### src/rtl/lcd_vbuf_writer_if.sv
// ---------------------------------------------------------------------------
// lcd_vbuf_writer_if
//   Bundles the PPU pixel stream and the frame-buffer RAM write port that
//   meet at lcd_vbuf_writer.
//
//   PPU side   : ce (pixel strobe), pix_data[14:0], mode[1:0], on
//   RAM side   : wr_en, wr_addr[15:0] (bit 15 = bank), wr_data[14:0]
//   Status     : rd_bank, clearing, frame_done, overflow
//
//   slave  : used by lcd_vbuf_writer (consumes pixels, drives the RAM port)
//   master : used by whatever drives the PPU stream and observes the port
// ---------------------------------------------------------------------------
interface lcd_vbuf_writer_if;
  logic        ce;
  logic [14:0] pix_data;
  logic [1:0]  mode;
  logic        on;

  logic        wr_en;
  logic [15:0] wr_addr;
  logic [14:0] wr_data;
  logic        rd_bank;
  logic        clearing;
  logic        frame_done;
  logic        overflow;

  modport master (
    output ce, pix_data, mode, on,
    input  wr_en, wr_addr, wr_data, rd_bank, clearing, frame_done, overflow
  );

  modport slave (
    input  ce, pix_data, mode, on,
    output wr_en, wr_addr, wr_data, rd_bank, clearing, frame_done, overflow
  );
endinterface

### src/rtl/lcd_vbuf_writer.sv
// ---------------------------------------------------------------------------
// lcd_vbuf_writer
//   Write-side controller for the LCD frame-buffer dual-port RAM. Places PPU
//   pixels in raster order (address = y*W + x), tracks line/frame
//   boundaries, and blanks the buffer with CLEAR_VALUE whenever the LCD is
//   switched off. The clear engine owns the single write port outright while
//   it runs; pixels arriving meanwhile are discarded.
//
//   Ports:
//     clk      : system clock (PPU domain)
//     reset_n  : asynchronous active-low reset
//     bus      : lcd_vbuf_writer_if.slave
//                in  : ce, pix_data[14:0], mode[1:0], on
//                out : wr_en, wr_addr[15:0], wr_data[14:0], rd_bank,
//                      clearing, frame_done, overflow
//   All outputs are registered; a pixel strobed in cycle n is written in
//   cycle n+1.
//
//   Build option:
//     LCD_DOUBLE_BUF_EN : two banks. Pixels go to bank ~rd_bank (wr_addr[15]),
//                         rd_bank flips the cycle after frame_done, and a
//                         clear blanks bank 0 then bank 1 and leaves
//                         rd_bank = 0. Undefined: single bank, wr_addr[15]
//                         and rd_bank tied to 0.
// ---------------------------------------------------------------------------
module lcd_vbuf_writer #(
  parameter int          W           = 160,
  parameter int          H           = 144,
  parameter logic [14:0] CLEAR_VALUE = 15'h0000
) (
  input  logic               clk,
  input  logic               reset_n,
  lcd_vbuf_writer_if.slave   bus
);

  localparam int         AW          = 15;
  localparam int         NPIX        = W * H;
  localparam int         XW          = (W > 1) ? $clog2(W) : 1;
  localparam int         YW          = (H > 1) ? $clog2(H) : 1;
  localparam logic [1:0] MODE_VBLANK = 2'b01;
`ifdef LCD_DOUBLE_BUF_EN
  localparam logic       LAST_CLR_BANK = 1'b1;
`else
  localparam logic       LAST_CLR_BANK = 1'b0;
`endif

  typedef enum logic [1:0] {
    IDLE   = 2'd0,
    ACTIVE = 2'd1,
    FULL   = 2'd2,
    CLEAR  = 2'd3
  } state_t;

  // Sequencer state
  state_t        state_q,    state_d;
  logic [XW-1:0] x_q,        x_d;
  logic [YW-1:0] y_q,        y_d;
  logic [AW-1:0] base_q,     base_d;      // y*W, stepped by W per line
  logic [AW-1:0] clr_cnt_q,  clr_cnt_d;
  logic          clr_bank_q, clr_bank_d;
  logic [1:0]    mode_q;
  logic          on_q;

  // Output registers
  logic          wr_en_q,      wr_en_d;
  logic [15:0]   wr_addr_q,    wr_addr_d;
  logic [14:0]   wr_data_q,    wr_data_d;
  logic          rd_bank_q,    rd_bank_d;
  logic          clearing_q,   clearing_d;
  logic          frame_done_q, frame_done_d;
  logic          overflow_q,   overflow_d;

  // Events decoded by the next-state logic for the output logic
  logic          pix_wr, last_pix, ovf_hit, clr_wr, clr_done;

  logic          vblank, vblank_rise, on_rise, on_fall;
  logic          wr_bank;
  logic          x_last, y_last;

  assign vblank      = (bus.mode == MODE_VBLANK);
  assign vblank_rise = vblank && (mode_q != MODE_VBLANK);
  assign on_rise     =  bus.on && !on_q;
  assign on_fall     = !bus.on &&  on_q;
  assign x_last      = (x_q == XW'(W - 1));
  assign y_last      = (y_q == YW'(H - 1));

`ifdef LCD_DOUBLE_BUF_EN
  assign wr_bank = ~rd_bank_q;
`else
  assign wr_bank = 1'b0;
`endif

  // -------------------------------------------------------------------------
  // State register (also holds counters and the edge-detect copies)
  // -------------------------------------------------------------------------
  // NOTE: clocked processes use non-blocking assignments only, so every
  // register samples the pre-edge value of every other register.
  always_ff @(posedge clk or negedge reset_n) begin
    if (!reset_n) begin
      state_q    <= IDLE;
      x_q        <= '0;
      y_q        <= '0;
      base_q     <= '0;
      clr_cnt_q  <= '0;
      clr_bank_q <= 1'b0;
      mode_q     <= 2'b00;
      on_q       <= 1'b0;
    end else begin
      state_q    <= state_d;
      x_q        <= x_d;
      y_q        <= y_d;
      base_q     <= base_d;
      clr_cnt_q  <= clr_cnt_d;
      clr_bank_q <= clr_bank_d;
      mode_q     <= bus.mode;
      on_q       <= bus.on;
    end
  end

  // -------------------------------------------------------------------------
  // Next-state logic. Priority: running clear > LCD switched off >
  // vblank entry > pixel strobe.
  // -------------------------------------------------------------------------
  // NOTE: every signal written here gets a default first; a path that left
  // one unassigned would infer a latch.
  always_comb begin
    state_d    = state_q;
    x_d        = x_q;
    y_d        = y_q;
    base_d     = base_q;
    clr_cnt_d  = clr_cnt_q;
    clr_bank_d = clr_bank_q;
    pix_wr     = 1'b0;
    last_pix   = 1'b0;
    ovf_hit    = 1'b0;
    clr_wr     = 1'b0;
    clr_done   = 1'b0;

    unique case (state_q)
      CLEAR: begin
        clr_wr = 1'b1;
        if (clr_cnt_q == AW'(NPIX - 1)) begin
          clr_cnt_d = '0;
          if (clr_bank_q == LAST_CLR_BANK) begin
            clr_done = 1'b1;
            state_d  = IDLE;
          end else begin
            clr_bank_d = 1'b1;
          end
        end else begin
          clr_cnt_d = clr_cnt_q + AW'(1);
        end
      end

      IDLE: begin
        if (on_fall) begin
          state_d    = CLEAR;
          clr_cnt_d  = '0;
          clr_bank_d = 1'b0;
        end else if (bus.on && !vblank) begin
          state_d = ACTIVE;
          x_d     = '0;
          y_d     = '0;
          base_d  = '0;
        end
      end

      default: begin  // ACTIVE, FULL
        if (on_fall) begin
          state_d    = CLEAR;
          clr_cnt_d  = '0;
          clr_bank_d = 1'b0;
        end else if (vblank_rise) begin
          // Frame restart; a short frame is simply abandoned.
          state_d = ACTIVE;
          x_d     = '0;
          y_d     = '0;
          base_d  = '0;
        end else if (bus.ce && !vblank) begin
          if (state_q == ACTIVE) begin
            pix_wr = 1'b1;
            if (x_last && y_last) begin
              last_pix = 1'b1;
              state_d  = FULL;
              x_d      = '0;
              y_d      = '0;
              base_d   = '0;
            end else if (x_last) begin
              x_d    = '0;
              y_d    = y_q + YW'(1);
              base_d = base_q + AW'(W);
            end else begin
              x_d = x_q + XW'(1);
            end
          end else begin
            ovf_hit = 1'b1;
          end
        end
      end
    endcase
  end

  // -------------------------------------------------------------------------
  // Output logic: next values of the registered outputs. Address and data
  // hold their last value whenever nothing is written.
  // -------------------------------------------------------------------------
  always_comb begin
    wr_en_d      = 1'b0;
    wr_addr_d    = wr_addr_q;
    wr_data_d    = wr_data_q;
    clearing_d   = 1'b0;
    frame_done_d = last_pix;
    overflow_d   = overflow_q;
    rd_bank_d    = rd_bank_q;

    if (clr_wr) begin
      wr_en_d    = 1'b1;
      wr_addr_d  = {clr_bank_q, clr_cnt_q};
      wr_data_d  = CLEAR_VALUE;
      clearing_d = 1'b1;
    end else if (pix_wr) begin
      wr_en_d   = 1'b1;
      wr_addr_d = {wr_bank, base_q + AW'(x_q)};
      wr_data_d = bus.pix_data;
    end

    if (on_rise) begin
      overflow_d = 1'b0;
    end else if (ovf_hit) begin
      overflow_d = 1'b1;
    end

`ifdef LCD_DOUBLE_BUF_EN
    if (clr_done) begin
      rd_bank_d = 1'b0;
    end else if (frame_done_q) begin
      rd_bank_d = ~rd_bank_q;
    end
`else
    rd_bank_d = 1'b0;
`endif
  end

  always_ff @(posedge clk or negedge reset_n) begin
    if (!reset_n) begin
      wr_en_q      <= 1'b0;
      wr_addr_q    <= '0;
      wr_data_q    <= '0;
      rd_bank_q    <= 1'b0;
      clearing_q   <= 1'b0;
      frame_done_q <= 1'b0;
      overflow_q   <= 1'b0;
    end else begin
      wr_en_q      <= wr_en_d;
      wr_addr_q    <= wr_addr_d;
      wr_data_q    <= wr_data_d;
      rd_bank_q    <= rd_bank_d;
      clearing_q   <= clearing_d;
      frame_done_q <= frame_done_d;
      overflow_q   <= overflow_d;
    end
  end

  assign bus.wr_en      = wr_en_q;
  assign bus.wr_addr    = wr_addr_q;
  assign bus.wr_data    = wr_data_q;
  assign bus.rd_bank    = rd_bank_q;
  assign bus.clearing   = clearing_q;
  assign bus.frame_done = frame_done_q;
  assign bus.overflow   = overflow_q;

endmodule

### src/flat_wrapper.sv
// flat-port wrapper written by rule: the top's interface ports become plain ports
module lcd_vbuf_writer_flat 
#(
  parameter int          W           = 160,
  parameter int          H           = 144,
  parameter logic [14:0] CLEAR_VALUE = 15'h0000
)
  (clk, reset_n, bus_ce, bus_pix_data, bus_mode, bus_on, bus_wr_en, bus_wr_addr, bus_wr_data, bus_rd_bank, bus_clearing, bus_frame_done, bus_overflow);
  lcd_vbuf_writer_if bus_i ();
  input  logic clk;
  input  logic reset_n;
  input wire logic [$bits(bus_i.ce)-1:0] bus_ce;
  input wire logic [$bits(bus_i.pix_data)-1:0] bus_pix_data;
  input wire logic [$bits(bus_i.mode)-1:0] bus_mode;
  input wire logic [$bits(bus_i.on)-1:0] bus_on;
  output wire logic [$bits(bus_i.wr_en)-1:0] bus_wr_en;
  output wire logic [$bits(bus_i.wr_addr)-1:0] bus_wr_addr;
  output wire logic [$bits(bus_i.wr_data)-1:0] bus_wr_data;
  output wire logic [$bits(bus_i.rd_bank)-1:0] bus_rd_bank;
  output wire logic [$bits(bus_i.clearing)-1:0] bus_clearing;
  output wire logic [$bits(bus_i.frame_done)-1:0] bus_frame_done;
  output wire logic [$bits(bus_i.overflow)-1:0] bus_overflow;
  assign bus_i.ce = bus_ce;
  assign bus_i.pix_data = bus_pix_data;
  assign bus_i.mode = bus_mode;
  assign bus_i.on = bus_on;
  assign bus_wr_en = bus_i.wr_en;
  assign bus_wr_addr = bus_i.wr_addr;
  assign bus_wr_data = bus_i.wr_data;
  assign bus_rd_bank = bus_i.rd_bank;
  assign bus_clearing = bus_i.clearing;
  assign bus_frame_done = bus_i.frame_done;
  assign bus_overflow = bus_i.overflow;
  lcd_vbuf_writer #(.W(W), .H(H), .CLEAR_VALUE(CLEAR_VALUE)) u_core (.clk(clk), .reset_n(reset_n), .bus(bus_i));
endmodule
### config.mk
export PLATFORM = sky130hd
export DESIGN_NAME = lcd_vbuf_writer_flat
export DESIGN_NICKNAME = d
export VERILOG_FILES = /design/src/rtl/lcd_vbuf_writer_if.sv /design/src/rtl/lcd_vbuf_writer.sv /design/src/flat_wrapper.sv
export SDC_FILE = /design/constraint.sdc
export NUM_CORES = 1
export LEC_CHECK = 0
export BUFFER_PORTS_ARGS = -buffer_cell sky130_fd_sc_hd__buf_2
export CAP_MARGIN = 40
export CELL_PAD_IN_SITES_DETAIL_PLACEMENT = 0
export CELL_PAD_IN_SITES_GLOBAL_PLACEMENT = 1
export CORE_ASPECT_RATIO = 1.4
export CORE_MARGIN = 10
export CORE_UTILIZATION = 48
export DETAILED_ROUTE_END_ITERATION = 12
export GPL_ROUTABILITY_DRIVEN = 0
export PLACE_DENSITY = 0.94
export SLEW_MARGIN = 0
export SYNTH_ARGS = -nofsm -noshare
export SYNTH_HDL_FRONTEND = slang
export SYNTH_SLANG_ARGS = --single-unit
### constraint.sdc
create_clock -name clk -period 4.35 [get_ports clk]
set_clock_uncertainty 0.15 [all_clocks]
set_input_delay 0.87 -clock clk [delete_from_list [all_inputs] [get_ports clk]]
set_output_delay 0.87 -clock clk [all_outputs]
set_load 0.01 [all_outputs]
## Word-level counts from Yosys, hierarchy flattened

Cells that the tools add are included.

- Bits in registers: 87
- Word-level logic and storage cells: 124

- Bitwise logic cells: 2
- Reduce and logical (&&, ||, !) cells: 24
- Mux-type cells: 68
- Add/subtract/negate cells: 5
- Equality and inequality tests: 11

Operators by type and width:

| kind | count |
|---|---|
| $mux 15 | 13 |
| $mux 8 | 14 |
| $mux 16 | 2 |
| $pmux 8 s2 | 2 |
| $pmux 15 s2 | 1 |
| $mux 1 | 26 |
| $mux 2 | 9 |
| $add 8x1->8 const B | 2 |
| $eq 8x8->1 const B | 2 |
| $add 15x1->15 const B | 1 |
| $add 15x8->15 | 1 |
| $add 15x8->15 const B | 1 |
| $eq 15x15->1 const B | 1 |
| $reduce_bool 5->1 | 3 |
| $reduce_and 6->1 | 2 |
| $logic_and 1x1->1 | 6 |
| $ne 2x1->1 const B | 3 |
| $reduce_bool 2->1 | 3 |
| $reduce_bool 3->1 | 2 |
| $reduce_and 5->1 | 1 |
| $eq 2x1->1 const B | 2 |
| $pmux 2 s2 | 1 |
| $reduce_bool 4->1 | 1 |
| $logic_not 1->1 | 3 |
| other kinds (7) | 8 |

## Logic depth before layout (Yosys ltp)

Gate-level depths: netlist (run 1).

- Depth after elaboration: 9
- Mapped depth: 8

## Least setup slack after synthesis (run 1)

No wires, ideal clock.

- Path type: input to register
- Start point: input port bus_mode[1]
- End point: register u_core.base_q[9]
- Data required time: 4108 ps
- Data arrival time: 2361 ps
- Setup time: 92 ps
- Buffers on the path: 3
- Stages on the path: 8
- Setup slack: 1747 ps
- Cell sequence: nand2b_1 > clkbuf_1 > o2bb2ai_1 > nand2_1 > or4b_4 > buf_6 > buf_6 > o31ai_2

- Word-level cells in the longest chain between the ends: 5
- Elaborated cells on any way between the ends: 13
- Those cells by class: eq/ne: 2; mux: 3; reduce/logical: 8

RTL lines:

| what | line | source |
|---|---|---|
| start: declaration | flat_wrapper.sv:14 | `input wire logic [$bits(bus_i.mode)-1:0] bus_mode;` |
| $eq 2x1->1 (*) | lcd_vbuf_writer.sv:80 | `assign vblank = (bus.mode == MODE_VBLANK);` |
| $logic_and 1x1->1 or $logic_not 1->1 (tied branches) | lcd_vbuf_writer.sv:81, lcd_vbuf_writer.sv:160, lcd_vbuf_writer.sv:179 |  |
| $mux 15 (tied with other cells) | lcd_vbuf_writer.sv:173 | `end else if (vblank_rise) begin` |
| $mux 15 (tied with other cells) | lcd_vbuf_writer.sv:169 | `if (on_fall) begin` |
| $pmux 15 s2 or $reduce_and 6->1 (tied branches) | - |  |
| end signal: assignment | lcd_vbuf_writer.sv:112 | `base_q <= base_d;` |
| end: declaration | lcd_vbuf_writer.sv:58 | `logic [AW-1:0] base_q, base_d;` |

Mark *: on every way between the ends. The rest lies on a longest branch, timed or not. The select of a mux whose other input is x is not followed.
A chain may end at the register's enable or synchronous reset.

## Final worst setup path (run 1)

- Start point: input port bus_on
- End point: register u_core.base_q[11]

- Word-level cells in the longest chain between the ends: 4
- Elaborated cells on any way between the ends: 6
- Those cells by class: eq/ne: 1; bitwise: 1; reduce/logical: 4

RTL lines:

| what | line | source |
|---|---|---|
| start: declaration | flat_wrapper.sv:15 | `input wire logic [$bits(bus_i.on)-1:0] bus_on;` |
| parallel branches: the longest is 3 deep, another holds $ne 2x1->1 | - |  |
| $reduce_and 6->1 (no line) (*) | - |  |

Every way passes the cells marked *.

==> results.py, run 1 <==
metrics = {
    "run_status": {
        "status": "finished, final reports clean",
    },
    "placed_design": {
        "hpwlAfterDp_um": 7397,
        "pre_cts_ws_ns": 1.048,
        "place_area_mm2": 0.004657,
        "port_buffers": 54,
        "dp_cells": 606,
    },
    "sta": {
        "tns_ns": 0,
        "rsz0062_at_grt": "no",
        "setup-violations-final": 0,
        "min_period_ns": 3.001,
        "worst-slew-pin-transition_ns": 0.9716,
        "fin_ws_ns": 1.349,
        "slew_violations": 0,
        "relSlewSlack_pct": 34.94,
        "period_share_pct": 69.00,
        "finalHoldViolations": 0,
        "timing.fmax_ghz": 0.3332,
        "whs_ns": 0.3084,
    },
    "synthesis": {
        "synth_top_area_share_pct": 46.48,
        "synth-edff-count": 0,
        "synth_top_area_cell": "dfrtp_1",
        "avgSynthCellArea_um2": 9.202,
        "ys_top_cells_by_count": "dfrtp_1, nand2_1, a21oi_1",
        "synth_cells": 468,
        "synth_seq_cells": 80,
        "synth_area_leaders": "dfrtp_1, nand2_1, a21oi_1",
        "synth-async-reset-ratio_pct": 100.0,
        "synth_area_mm2": 0.004307,
        "yosys.cell_types.count": 53,
        "synth_flop_cell": "dfrtp_1",
        "synth.most_common_cell": "dfrtp_1",
        "ys_seq_area_share_pct": 46.48,
        "yosys_warnings": 0,
    },
    "flow_run": {
        "maxCapViolCount": 0,
    },
    "worst_setup_path": {
        "crit_start": "bus_on",
        "path_cells": "buf_2 > nor2b_1 > o2bb2ai_1 > nand2_1 > or4b_4 > o41ai_1",
        "start_kind": "input pin",
        "worstPathRequired_ns": 4.42,
        "critPathMaxFanout": 22,
        "rrSetupSlack_ns": 1.49,
        "reg2reg_depth": 6,
        "crit-reg2reg-launch": "u_core.state_q[0]$_DFFE_PN0P_",
        "critPathBufInv": 1,
        "worstSetupEndpoint": "u_core.base_q[11]$_DFFE_PN0P_",
        "path_class": "in2reg",
        "arrival_ns": 3.07,
        "end_kind": "flip-flop",
        "critPathMaxStageDelay_ns": 0.80,
        "cp_slowest_cell": "or4b_4",
        "path_depth": 6,
        "r2r-end": "u_core.base_q[11]$_DFFE_PN0P_",
        "path_delay_family": "simple AND/OR/NAND/NOR gates",
    },
    "route": {
        "drtPass1Iterations": 4,
        "drt_iter0_drc": 255,
        "via_per_inst": 5.863,
        "wl_per_cell_um": 16.75,
        "dr.max_layer_used": "met4",
        "vias": 3635,
        "wl_um": 10380,
        "wl_met3_um": 756,
        "drc_errors": 0,
        "postRouteAntennaNets": 0,
        "met2RoutedLength_um": 5162,
        "wirelength_met1_um": 4251,
    },
    "clock_network": {
        "post_cts_resized": 0,
        "cts_max_level": 3,
        "cts_tree": "yes",
        "cts_buffers": 9,
        "post_cts_buffers": 0,
        "clk_path_buf_depth": 2,
        "root_buffer": "clkbuf_16",
        "cts-hold-fix-buffers": 0,
        "path_clk_slew_ns": 0.05,
        "cts.sinks": 80,
        "clk_latency_ns": 0.34,
    },
    "power_and_ir_drop": {
        "p_per_area_mw_per_mm2": 509.1,
        "power.leakage_nw": 2.252,
        "power_mw": 2.510,
        "vdd_ir_drop_max_mv": 0.3899,
    },
    "final_layout": {
        "area_growth_pct": 14.50,
        "final_util_pct": 56.95,
        "antenna-diode-count": 0,
        "layout.nets": 544,
        "drive_gt1_share_pct": 16.50,
        "final_cells": 620,
        "fin_area_mm2": 0.004931,
        "nFillCells": 770,
    },
    "floorplanning": {
        "top_level_ports": 57,
        "die_width_um": 100.1,
        "rows": 40,
        "dieArea_mm2": 0.01321,
        "start_util_pct": 49.74,
        "die_y_um": 132.1,
        "coreArea_mm2": 0.008658,
    },
    "global_route": {
        "grt.total_usage_pct": 16.25,
        "antenna_found_initial": 0,
        "grt_max_degree": 54,
        "overflow": 0,
        "grt_pass1_wl_um": 17910,
        "grt_pass1_vias": 3677,
    },
    "worst_hold_path": {
        "hp-class": "in2async",
    },
}
## sequential cells by signal, indices dropped and copies added, names as in the netlist
signal,cells
u_core.mode_q,2
u_core.bus.wr_data,15
u_core.base_q,10
u_core.x_q,8
u_core.clr_cnt_q,15
u_core.bus.frame_done,1
u_core.bus.clearing,1
u_core.y_q,8
u_core.bus.wr_addr,15
u_core.on_q,1
u_core.bus.overflow,1
u_core.bus.wr_en,1
u_core.state_q,2
## cells by family after synthesis
family / after synthesis / synth area share [%]
buffers and inverters: 46 / 4.648
xor gates and xnor gates: 14 / 2.847
AOI/OAI and AO/OA: 128 / 19.99
and+or+nand+nor: 179 / 20.66
adders and majority gates: 11 / 3.196
other: 1 / 0.08708
DFF: 80 / 46.48
muxes: 9 / 2.092
## report_power, final
group / total [mW] / switching (mW) / leakage [nW] / internal (mW)
clock network: 0.710 / 0.282 / 0.135 / 0.427
registers: 0.951 / 0.0834 / 1.09 / 0.867
logic: 0.850 / 0.558 / 1.03 / 0.292
## layout by cell type, fill, tap and decap left out, types with 5 or more instances in the layout
cell type  Yosys  final
ha_1          11     11
nor2_1        17     16
buf_2          4     53
o41ai_1        5      5
o21ai_0       25     25
nand2_1       78     78
or3_1          7      7
nand2b_1       5      5
o31ai_2        7      7
a21oi_1       33     33
dfrtp_1       80     80
and3_1         8      8
xor2_1         9      9
nor3_1        14     14
a21o_1         5      5
xnor2_1        5      5
mux2i_1        9      9
o31ai_1       21     21
nand4_1        6      6
o211ai_1       5      5
clkbuf_16      0      9
nand3_1       20     20
nor4_1         5      5
buf_4          2      8
inv_1         15     15
## worst min-delay path by stage
stage,startpoint,endpoint,slack [ns]
detailed placement,u_core.y_q[7]$_DFFE_PN0P_,u_core.y_q[7]$_DFFE_PN0P_,0.35
global placement,u_core.y_q[7]$_DFFE_PN0P_,u_core.y_q[7]$_DFFE_PN0P_,0.33
CTS,reset_n,u_core.clr_cnt_q[12]$_DFFE_PN0P_,0.31
global route,reset_n,u_core.clr_cnt_q[12]$_DFFE_PN0P_,0.33
floorplan,u_core.y_q[7]$_DFFE_PN0P_,u_core.y_q[7]$_DFFE_PN0P_,0.31
finish,reset_n,u_core.clr_cnt_q[13]$_DFFE_PN0P_,0.31
## area by class of cell
class / instances / area (um2) / share of cell area (%)
clock buffer: 14 / 274.0 / 5.557
sequential: 80 / 2002 / 40.60
inverter: 15 / 56.30 / 1.142
multi-input combinational: 344 / 2115 / 42.88
timing repair buffer: 62 / 352.8 / 7.156
tap: 105 / 131.4 / 2.664
## per-layer routing
layer | vias up | global-route usage [%]
met5 | - | 0
met4 | 0 | 7.559
li1 | 1778 | -
met3 | 16 | 4.774
met2 | 90 | 26.17
met1 | 1751 | 19.26
(Power assumes the default switching activity.)
==> inputs of run 2 (changes only) <==
Settings changed: CORE_UTILIZATION 48 to 40, PLACE_DENSITY 0.94 to 0.84.
Clock period 4.35 ns to 2.65 ns, I/O delays scaled along.
==> run 2 against run 1 <==
  * Final area rose by 3.3%
  * Utilization decreased by 8.2 points
  * Combinational power increased by 72%
  * First-iteration DRC count down 9.4%
  * Sequential cell count is the same
==> results.py, run 2 (same netlist as run 1, synthesis figures left out) <==
metrics = {
    "power_and_ir_drop": {
        "power.leakage_nw": 2.326,
        "vdd_ir_drop_max_mv": 0.5981,
        "p_per_area_mw_per_mm2": 852.1,
    },
    "sta": {
        "whs_ns": 0.03169,
        "timing.fmax_ghz": 0.4088,
        "tns_ns": 0,
        "rsz0062_at_grt": "no",
        "slew_violations": 0,
        "min_period_ns": 2.446,
        "period_share_pct": 92.32,
        "relSlewSlack_pct": 45.89,
        "worst-slew-pin-transition_ns": 0.8086,
        "setup-violations-final": 0,
        "finalHoldViolations": 0,
    },
    "clock_network": {
        "cts_max_level": 3,
        "post_cts_resized": 0,
        "cts-hold-fix-buffers": 0,
        "clk_path_buf_depth": 2,
        "cts_tree": "yes",
        "cts.sinks": 80,
        "cts_buffers": 9,
        "clk_latency_ns": 0.34,
        "post_cts_buffers": 0,
        "root_buffer": "clkbuf_16",
        "path_clk_slew_ns": 0.06,
    },
    "final_layout": {
        "final_common_cell": "dfrtp_1",
        "drive_gt1_share_pct": 18.53,
        "final_cells": 667,
        "nFillCells": 1007,
        "multi_input_comb_area_mm2": 0.002115,
        "area_growth_pct": 18.33,
        "layout.nets": 556,
        "fin_area_mm2": 0.005096,
        "final_cell_mix": "dfrtp_1, nand2_1, buf_2",
        "ff_latch_area_mm2": 0.002002,
        "antenna-diode-count": 0,
    },
    "placed_design": {
        "dp_cells": 651,
        "place_area_mm2": 0.004781,
        "port_buffers": 54,
        "hpwlAfterDp_um": 8001,
    },
    "worst_setup_path": {
        "end_kind": "flip-flop",
        "critPathMaxFanout": 16,
        "rrSetupSlack_ns": 0.20,
        "arrival_ns": 2.52,
        "start_kind": "flip-flop",
        "path_class": "reg2reg",
        "worstPathRequired_ns": 2.72,
    },
    "global_route": {
        "grt_pass1_vias": 3653,
        "grt.total_usage_pct": 14.63,
        "grt_pass1_wl_um": 18150,
        "overflow": 0,
        "grt_max_degree": 47,
        "antenna_found_initial": 0,
    },
    "route": {
        "postRouteAntennaNets": 0,
        "vias": 3687,
        "via_per_inst": 5.528,
        "wl_per_cell_um": 16.45,
        "wl_um": 10970,
        "drc_errors": 0,
        "drt_iter0_drc": 231,
        "drtPass1Iterations": 4,
    },
    "floorplanning": {
        "rows": 44,
        "die_y_um": 142.8,
        "die_width_um": 107.7,
        "top_level_ports": 57,
        "dieArea_mm2": 0.01538,
        "coreArea_mm2": 0.01046,
        "start_util_pct": 41.17,
    },
    "worst_hold_path": {
        "hp-class": "in2async",
    },
    "run_status": {
        "status": "finished, final reports clean",
    },
    "flow_run": {
        "maxCapViolCount": 0,
    },
}
==> run 2: changes by cell type in the layout (fill, tap and decap cells not counted), sizes merged <==
| cell | before | now |
|---|---|---|
| buf | 62 | 74 |
| bufinv | 0 | 2 |
| clkbuf | 14 | 13 |
| clkinv | 0 | 1 |
==> run 2: final timing paths <==
path / end / start / cells after the start
worst max-delay path: u_core.base_q[13]$_DFFE_PN0P_ / u_core.x_q[0]$_DFFE_PN0P_ / 5
worst min-delay path: u_core.on_q$_DFF_PN0_ / reset_n / 1
worst max register to register: u_core.base_q[13]$_DFFE_PN0P_ / u_core.x_q[0]$_DFFE_PN0P_ / 5
worst min register to register: u_core.y_q[7]$_DFFE_PN0P_ / u_core.y_q[7]$_DFFE_PN0P_ / 1
max in group asynchronous: u_core.base_q[8]$_DFFE_PN0P_ / reset_n / 2
min in group clk: u_core.mode_q[1]$_DFF_PN0_ / bus_mode[1] / 1
==> run 2: cell type report <==
type                       instances  area share [%]
multi-input combinational        344           41.49
sequential                        80           39.28
timing repair buffer              74           8.544
clock buffer                      13           4.910
tap                              138           3.388
clock inverter                     3           1.277
inverter                          15           1.105
==> run 2: power breakdown <==
part	total (mW)	internal [mW]	switching (mW)	leakage (nW)
logic	1.46	0.524	0.936	1.08
registers	1.56	1.42	0.135	1.09
clock network	1.32	0.850	0.473	0.154
==> run 2: worst max-delay path: stages, from the launching register on <==
cell,delay (ns)
dfrtp_1,0.40
ha_1,0.22
nand4bb_1,0.18
or2_1,0.30
or4b_4,0.67
o41ai_1,0.41
==> run 2: routing by layer <==
layer	wire length [um]	track usage, %
met1	4615	17.36
met2	5609	24.54
met3	541	3.108
met4	206	6.841
met5	0	0
==> run 2: per-stage QoR <==
stage | power, mW | setup slack, ns | util [%]
after floorplan | 2.526 | 0.3868 | -
after global placement | 2.985 | 0.2846 | 45.71
after detailed placement | 3.044 | 0.1983 | 45.71
after CTS | 4.365 | 0.1959 | 48.72
after global routing | 4.632 | 0.03076 | 48.72
final | 4.342 | 0.2036 | 48.72
